==> src/rtl/ecc_pkg.sv <==
// rtl/ecc_pkg.sv - shared encodings, microword format and FSM states for the ECC point sequencer
package ecc_pkg;

  typedef enum logic [1:0] {
    GF_ADD  = 2'd0,
    GF_SUB  = 2'd1,
    GF_MULT = 2'd2,
    GF_DIV  = 2'd3
  } gf_op_e;

  localparam logic [2:0] R0 = 3'd0;
  localparam logic [2:0] R1 = 3'd1;
  localparam logic [2:0] R2 = 3'd2;
  localparam logic [2:0] R3 = 3'd3;
  localparam logic [2:0] R4 = 3'd4;
  localparam logic [2:0] R5 = 3'd5;
  localparam logic [2:0] R6 = 3'd6;
  localparam logic [2:0] R7 = 3'd7;

  typedef struct packed {
    gf_op_e     op;
    logic [2:0] dst;
    logic [2:0] src_a;
    logic [2:0] src_b;
    logic       last;
  } uword_t;

  typedef enum logic [2:0] {
    S_IDLE,
    S_LOAD,
    S_FETCH,
    S_ISSUE,
    S_WAIT,
    S_WRITE,
    S_FINISH,
    S_ERROR
  } state_e;

  typedef enum logic [1:0] {
    ERR_NONE     = 2'd0,
    ERR_ZERO_DEN = 2'd1,
    ERR_TIMEOUT  = 2'd2
  } err_e;

  localparam int ADD_LEN = 9;
  localparam int DBL_LEN = 12;

  localparam uword_t UW_HALT = '{op: GF_ADD, dst: R0, src_a: R0, src_b: R0, last: 1'b1};

  function automatic uword_t uw(input gf_op_e op, input logic [2:0] dst,
                                input logic [2:0] src_a, input logic [2:0] src_b,
                                input logic last);
    uword_t w;
    w.op    = op;
    w.dst   = dst;
    w.src_a = src_a;
    w.src_b = src_b;
    w.last  = last;
    return w;
  endfunction

endpackage

==> src/rtl/ecc_useq_rom.sv <==
// rtl/ecc_useq_rom.sv - microprogram ROM, address {op, pc}; op 0 = point add, op 1 = point double
module ecc_useq_rom
  import ecc_pkg::*;
(
  input  logic [4:0] addr,
  output uword_t     word
);

  logic [3:0] idx;
  assign idx = addr[3:0];

  always_comb begin
    word = UW_HALT;
    if (!addr[4]) begin
      case (idx)
        4'd0:    word = uw(GF_SUB,  R5, R3, R1, 1'b0);
        4'd1:    word = uw(GF_SUB,  R6, R2, R0, 1'b0);
        4'd2:    word = uw(GF_DIV,  R7, R5, R6, 1'b0);
        4'd3:    word = uw(GF_MULT, R5, R7, R7, 1'b0);
        4'd4:    word = uw(GF_SUB,  R5, R5, R0, 1'b0);
        4'd5:    word = uw(GF_SUB,  R2, R5, R2, 1'b0);
        4'd6:    word = uw(GF_SUB,  R6, R0, R2, 1'b0);
        4'd7:    word = uw(GF_MULT, R6, R7, R6, 1'b0);
        4'd8:    word = uw(GF_SUB,  R3, R6, R1, 1'b1);
        default: word = UW_HALT;
      endcase
    end else begin
      case (idx)
        4'd0:    word = uw(GF_MULT, R5, R0, R0, 1'b0);
        4'd1:    word = uw(GF_ADD,  R6, R5, R5, 1'b0);
        4'd2:    word = uw(GF_ADD,  R5, R6, R5, 1'b0);
        4'd3:    word = uw(GF_ADD,  R5, R5, R4, 1'b0);
        4'd4:    word = uw(GF_ADD,  R6, R1, R1, 1'b0);
        4'd5:    word = uw(GF_DIV,  R7, R5, R6, 1'b0);
        4'd6:    word = uw(GF_MULT, R5, R7, R7, 1'b0);
        4'd7:    word = uw(GF_SUB,  R5, R5, R0, 1'b0);
        4'd8:    word = uw(GF_SUB,  R2, R5, R0, 1'b0);
        4'd9:    word = uw(GF_SUB,  R6, R0, R2, 1'b0);
        4'd10:   word = uw(GF_MULT, R6, R7, R6, 1'b0);
        4'd11:   word = uw(GF_SUB,  R3, R6, R1, 1'b1);
        default: word = UW_HALT;
      endcase
    end
    // Anything past the end of a program halts rather than running stale words
    if ({28'd0, idx} >= (addr[4] ? 32'(DBL_LEN) : 32'(ADD_LEN))) word = UW_HALT;
  end

endmodule

==> src/rtl/ecc_point_seq.sv <==
// rtl/ecc_point_seq.sv - EC point add/double microsequencer driving a GF(p) arithmetic unit
// Optional GFAU_TIMEOUT_EN bounds each WAIT to TIMEOUT cycles (error code 2).
module ecc_point_seq
  import ecc_pkg::*;
#(
  parameter int WIDTH   = 32,
  parameter int TIMEOUT = 2047
) (
  input  logic             i_clk,
  input  logic             i_rst_n,
  input  logic             i_start,
  input  logic             i_op,
  input  logic [WIDTH-1:0] i_x1,
  input  logic [WIDTH-1:0] i_y1,
  input  logic [WIDTH-1:0] i_x2,
  input  logic [WIDTH-1:0] i_y2,
  input  logic [WIDTH-1:0] i_a,
  output logic             o_busy,
  output logic             o_done,
  output logic             o_err,
  output logic [1:0]       o_err_code,
  output logic [WIDTH-1:0] o_x3,
  output logic [WIDTH-1:0] o_y3,
  output logic [WIDTH-1:0] o_in_0,
  output logic [WIDTH-1:0] o_in_1,
  output logic [1:0]       o_operation_select,
  output logic             o_done_from_control,
  input  logic [WIDTH-1:0] i_result,
  input  logic             i_done_to_control
);

  state_e           state, state_nxt;
  logic             op_q;
  logic [3:0]       pc;
  logic [WIDTH-1:0] rf [8];
  logic [WIDTH-1:0] res_q;
  err_e             err_code_q;
  uword_t           word;
  logic             div_zero;
  logic             timeout_hit;

  ecc_useq_rom u_rom (
    .addr ({op_q, pc}),
    .word (word)
  );

  assign div_zero = (word.op == GF_DIV) && (rf[word.src_b] == '0);

`ifdef GFAU_TIMEOUT_EN
  localparam logic [10:0] WAIT_LAST = 11'(TIMEOUT - 1);
  logic [10:0] wait_cnt;

  always_ff @(posedge i_clk or negedge i_rst_n) begin
    if (!i_rst_n) begin
      wait_cnt <= '0;
    end else if (state == S_ISSUE) begin
      wait_cnt <= '0;
    end else if (state == S_WAIT) begin
      wait_cnt <= wait_cnt + 11'd1;
    end
  end

  assign timeout_hit = (wait_cnt == WAIT_LAST);
`else
  localparam int UNUSED_TIMEOUT = TIMEOUT;
  assign timeout_hit = 1'b0;
`endif

  always_ff @(posedge i_clk or negedge i_rst_n) begin
    if (!i_rst_n) state <= S_IDLE;
    else          state <= state_nxt;
  end

  always_comb begin
    state_nxt = state;
    case (state)
      S_IDLE:   if (i_start) state_nxt = S_LOAD;
      S_LOAD:   state_nxt = S_FETCH;
      S_FETCH:  state_nxt = div_zero ? S_ERROR : S_ISSUE;
      S_ISSUE:  state_nxt = S_WAIT;
      S_WAIT: begin
        if (i_done_to_control) state_nxt = S_WRITE;
        else if (timeout_hit)  state_nxt = S_ERROR;
      end
      S_WRITE:  state_nxt = word.last ? S_FINISH : S_FETCH;
      S_FINISH: state_nxt = S_IDLE;
      S_ERROR:  state_nxt = S_IDLE;
      default:  state_nxt = S_IDLE;
    endcase
  end

  always_ff @(posedge i_clk or negedge i_rst_n) begin
    if (!i_rst_n) begin
      op_q                <= 1'b0;
      pc                  <= '0;
      res_q               <= '0;
      err_code_q          <= ERR_NONE;
      for (int i = 0; i < 8; i++) rf[i] <= '0;
      o_busy              <= 1'b0;
      o_done              <= 1'b0;
      o_err               <= 1'b0;
      o_err_code          <= 2'd0;
      o_x3                <= '0;
      o_y3                <= '0;
      o_in_0              <= '0;
      o_in_1              <= '0;
      o_operation_select  <= 2'd0;
      o_done_from_control <= 1'b0;
    end else begin
      // Go, busy and done are registered from the FSM so they are glitch-free
      o_busy              <= (state_nxt != S_IDLE);
      o_done_from_control <= (state_nxt == S_ISSUE);
      o_done              <= (state == S_FINISH) || (state == S_ERROR);
      case (state)
        S_IDLE: if (i_start) op_q <= i_op;
        S_LOAD: begin
          rf[0]      <= i_x1;
          rf[1]      <= i_y1;
          rf[2]      <= i_x2;
          rf[3]      <= i_y2;
          rf[4]      <= i_a;
          pc         <= '0;
          o_err      <= 1'b0;
          o_err_code <= 2'd0;
          err_code_q <= ERR_NONE;
        end
        S_FETCH: begin
          o_in_0             <= rf[word.src_a];
          o_in_1             <= rf[word.src_b];
          o_operation_select <= word.op;
          if (div_zero) err_code_q <= ERR_ZERO_DEN;
        end
        S_WAIT: begin
          if (i_done_to_control) res_q <= i_result;
          else if (timeout_hit)  err_code_q <= ERR_TIMEOUT;
        end
        S_WRITE: begin
          rf[word.dst] <= res_q;
          if (!word.last) pc <= pc + 4'd1;
        end
        S_FINISH: begin
          o_x3 <= rf[2];
          o_y3 <= rf[3];
        end
        S_ERROR: begin
          o_err      <= 1'b1;
          o_err_code <= err_code_q;
        end
        default: ;
      endcase
    end
  end

endmodule

==> config.mk <==
export PLATFORM = sky130hd
export DESIGN_NAME = ecc_point_seq
export DESIGN_NICKNAME = d
export VERILOG_FILES = /design/src/rtl/ecc_pkg.sv /design/src/rtl/ecc_useq_rom.sv /design/src/rtl/ecc_point_seq.sv
export SDC_FILE = /design/constraint.sdc
export NUM_CORES = 1
export LEC_CHECK = 0
export ABC_CLOCK_PERIOD_IN_PS = 4470
export BUFFER_PORTS_ARGS = -buffer_cell sky130_fd_sc_hd__buf_2
export CAP_MARGIN = 15
export CELL_PAD_IN_SITES_DETAIL_PLACEMENT = 1
export CELL_PAD_IN_SITES_GLOBAL_PLACEMENT = 1
export CORE_MARGIN = 4
export CORE_UTILIZATION = 40
export CTS_BUF_LIST = sky130_fd_sc_hd__clkbuf_8
export DETAILED_ROUTE_END_ITERATION = 16
export HOLD_SLACK_MARGIN = 0.06
export PLACE_DENSITY_LB_ADDON = 0.1
export SYNTH_ARGS = -nofsm -noshare
export SYNTH_HDL_FRONTEND = slang
export SYNTH_SLANG_ARGS = --single-unit
export TNS_END_PERCENT = 30
==> constraint.sdc <==
create_clock -name i_clk -period 4.47 [get_ports i_clk]
set_input_delay 0.2235 -clock i_clk [delete_from_list [all_inputs] [get_ports i_clk]]
set_output_delay 0.2235 -clock i_clk [all_outputs]
set_load 0.05 [all_outputs]
==> metrics.md <==
| Metric | Value |
|---|---|
| Clk_lat worst skew | `0.69 ns` |
| Synth Instances | `2,137` |
| Setup bufs post-CTS | `0` |
| Worst Path Max Fanout | `12` |
| Max stage delay cell, worst path | `or4b_4` |
| Asr flop ratio synth | `1.00` |
| Main synth FF type | `dfrtp_1` |
| H-tree level count | `3` |
| Final-report setup violation count | `0` |
| Setup TNS | `0 ns` |
| # IOs | `333` |
| TritonRoute pass-1 iters | `7` |
| RSZ-0062 raised after global routing | `false` |
| Post-CTS resize count | `0` |
| Final Skew | `0.0198 ns` |
| Rows | `85` |
| Tightest Hold Check Type | `input port to async pin` |
| Filler cells | `5,998` |
| Vias | `20,100` |
| Post-synth top area share | `0.490` |
| Worst path cell trace | `inv_1 -> ha_1 -> or4b_4 -> nand2_4 -> o211a_2 -> buf_4 -> mux4_2 -> a21oi_1 -> nand4_1 -> nor4_1 -> buf_4 -> nand4_1 -> nor2b_1` |
| Worst R2R Path Depth | `13` |
| Netlist cell types | `74` |
| Routability congestion estimate | `0.913` |
| Run status | `finished clean` |
| Synthesized area | `0.0221 sq mm` |
| Max cap viols | `0` |
| CTS tree | `built` |
| Final core utilization | `0.522` |
| Initial antenna violation count | `3` |
| Ranking of synthesized cells by area | `dfrtp_1 (49%), mux2_2 (11%), mux4_2 (6.6%)` |
| Leakage power | `12.9 nW` |
| Worst VDD drop | `0.000347 V` |
| Number of CTS-inserted buffers | `81` |
| Clock Sinks | `432` |
| Register area share after synthesis | `0.490` |
| Die height | `243 microns` |
| Initial Util | `0.407` |
| Root Driver | `clkbuf_8` |
| Post-synth EDFFs | `0` |
| CP startpoint kind | `flop` |
| Syn avg cell area | `10.3 sq um` |
| Fin crit period | `3.95 ns` |
| Slew headroom | `0.279` |
| First-pass GRT wire length | `141,000 microns` |
| GRT Residual Overflow | `0` |
| Die footprint | `0.0590 sq mm` |
| Slew @ Worst Pin | `1.08 ns` |
| Layout cells sized above 1 | `0.307` |
| Ys Warns | `0` |
| CTS clk-pin slew, worst paths | `0.06 ns` |
| Die Width | `243 microns` |
| Critical R2R Capture | `o_done_from_control` |
| Power Density | `912 mW/mm^2` |
| Total Routing Usage GR | `0.309` |
| R2r setup slk | `0.52 ns` |
| Core footprint | `0.0542 sq mm` |
| Worst path required time | `4.99 ns` |
| Slew Limit Fails | `0` |
| Via density | `5.88` |
| Longest Clk Path Bufs | `3` |
| Commonest non-fill, non-tap cell in the layout | `dfrtp_1` |
| Area delta synth->final | `28.2%` |
| Wire per inst | `27.1 microns` |
| FMAX | `0.253 GHz` |
| Final hold vios | `0` |
| Largest area contributor in the netlist | `dfrtp_1` |
| Syn_nets | `2,346` |
| Register area | `0.0108 sq mm` |
| Pin count of the biggest net entering global routing | `131` |
| DRC | `0` |
| Crit share post-route | `0.885` |
| Synth Register Bits | `432` |
| CTS Hold Bufs | `196` |
| CP arrival | `4.48 ns` |
| Reg2reg start | `pc[0]` |
| DR iter-0 viols | `1,513` |
| Hpwl dp | `61,600 microns` |
| Nature of the critical path endpoint | `flop` |
| Critical Path Max Stage Delay | `0.51 ns` |
| IO Port Bufs | `331` |
| Area taken by multi-input logic gates | `0.0106 sq mm` |
| Fin nets | `2,864` |
| Routed WL | `92,400 microns` |
| Most frequent cells in the layout | `dfrtp_1 (432), buf_2 (330), nand2_1 (313), o21ai_0 (244)` |
| Number of routed nets with antenna violations | `0` |
| CP Class | `flop to flop` |
| Power after layout | `25.8 mW` |
| Vias in the first global route | `21,700` |
-- final cells by class --
type,count,area share
clock inverters,40,0.00862
multi-input cells,1532,0.373
inverters,10,0.00133
flip-flops and latches,432,0.382
well taps,696,0.0308
clock buffers,107,0.0520
repair buffers,598,0.152
diodes,1,0.0000884
-- synth_stat cells, drive strengths merged (12+ instances only) --
master / n
clkbuf: 98
mux2: 209
o21ai: 260
a221oi: 13
buf: 65
nand3: 31
nor2: 181
nand2: 325
a22oi: 13
o211ai: 14
mux4: 65
dfrtp: 432
a21oi: 209
mux2i: 66
ha: 12
-- flip-flops by register name, indices dropped and copies added (netlist names), 2 cells and up --
| name | cells |
|---|---|
| state | 3 |
| o_y3 | 32 |
| o_x3 | 32 |
| res_q | 32 |
| rf | 256 |
| pc | 4 |
| o_operation_select | 2 |
| o_in_1 | 32 |
| o_in_0 | 32 |
-- per-stage QoR --
stage          cells  hold WS (ns)  instance area, sq um  setup slack, ns
6_report        3416         0.161                 28300            0.516
5_1_grt         3416         0.233                 28300            0.312
4_1_cts         3415         0.164                 28300            0.563
3_5_place_dp    3072         0.322                 24600            0.617
3_3_place_gp    3072         0.317                 24600            0.754
2_1_floorplan   2137       -0.0721                 22100             1.29
-- how the worst max path moves through the flow --
| stage | startpoint | endpoint | slack, ns | depth (start not counted) |
|---|---|---|---|---|
| floorplan | pc[0] | o_done_from_control | 1.29 | 13 |
| global placement | pc[0] | o_done_from_control | 0.75 | 13 |
| detailed placement | pc[0] | o_done_from_control | 0.62 | 13 |
| CTS | pc[0] | o_done_from_control | 0.56 | 13 |
| global route | pc[0] | o_done_from_control | 0.31 | 14 |
| finish | pc[0] | o_done_from_control | 0.52 | 13 |
-- report_power, final --
group / switching [mW] / total (mW) / internal, mW
clock: 1.83 / 4.09 / 2.26
combinational: 8.67 / 13.8 / 5.17
sequential: 2.22 / 7.89 / 5.67
-- metal layers --
metal  vias to the layer above  routed length [microns]  GRT usage  part of all wire
met5                         -                       12          0           0.00013
met4                         2                     2890      0.100             0.031
met3                       186                     5910     0.0603             0.064
met2                       760                    44100      0.506              0.48
met1                     10400                    39500      0.417              0.43
li1                       8692                        -          -                 -
-- kinds of logic (layout without fill, tap and decap cells) --
group           Yosys count  count (layout)  share of synthesized area
flops                   432             432                      0.490
fa+ha+maj                12              12                    0.00680
xor+xnor                  2               2                    0.00113
compound gates          589             589                      0.153
mux                     340             340                      0.203
simple gates            588             588                      0.110
buf+inv                 173             755                     0.0367
other cells               1               2                   0.000170
-- critical path: cells and delay by family, from the launching register on --
kind	cells	cell delay, ns
simple gates	6	1.48
buf+inv	3	0.67
compound gates	2	0.60
flops	1	0.40
mux	1	0.33
fa+ha+maj	1	0.29
No activity file was read; power rests on OpenSTA's default activity.
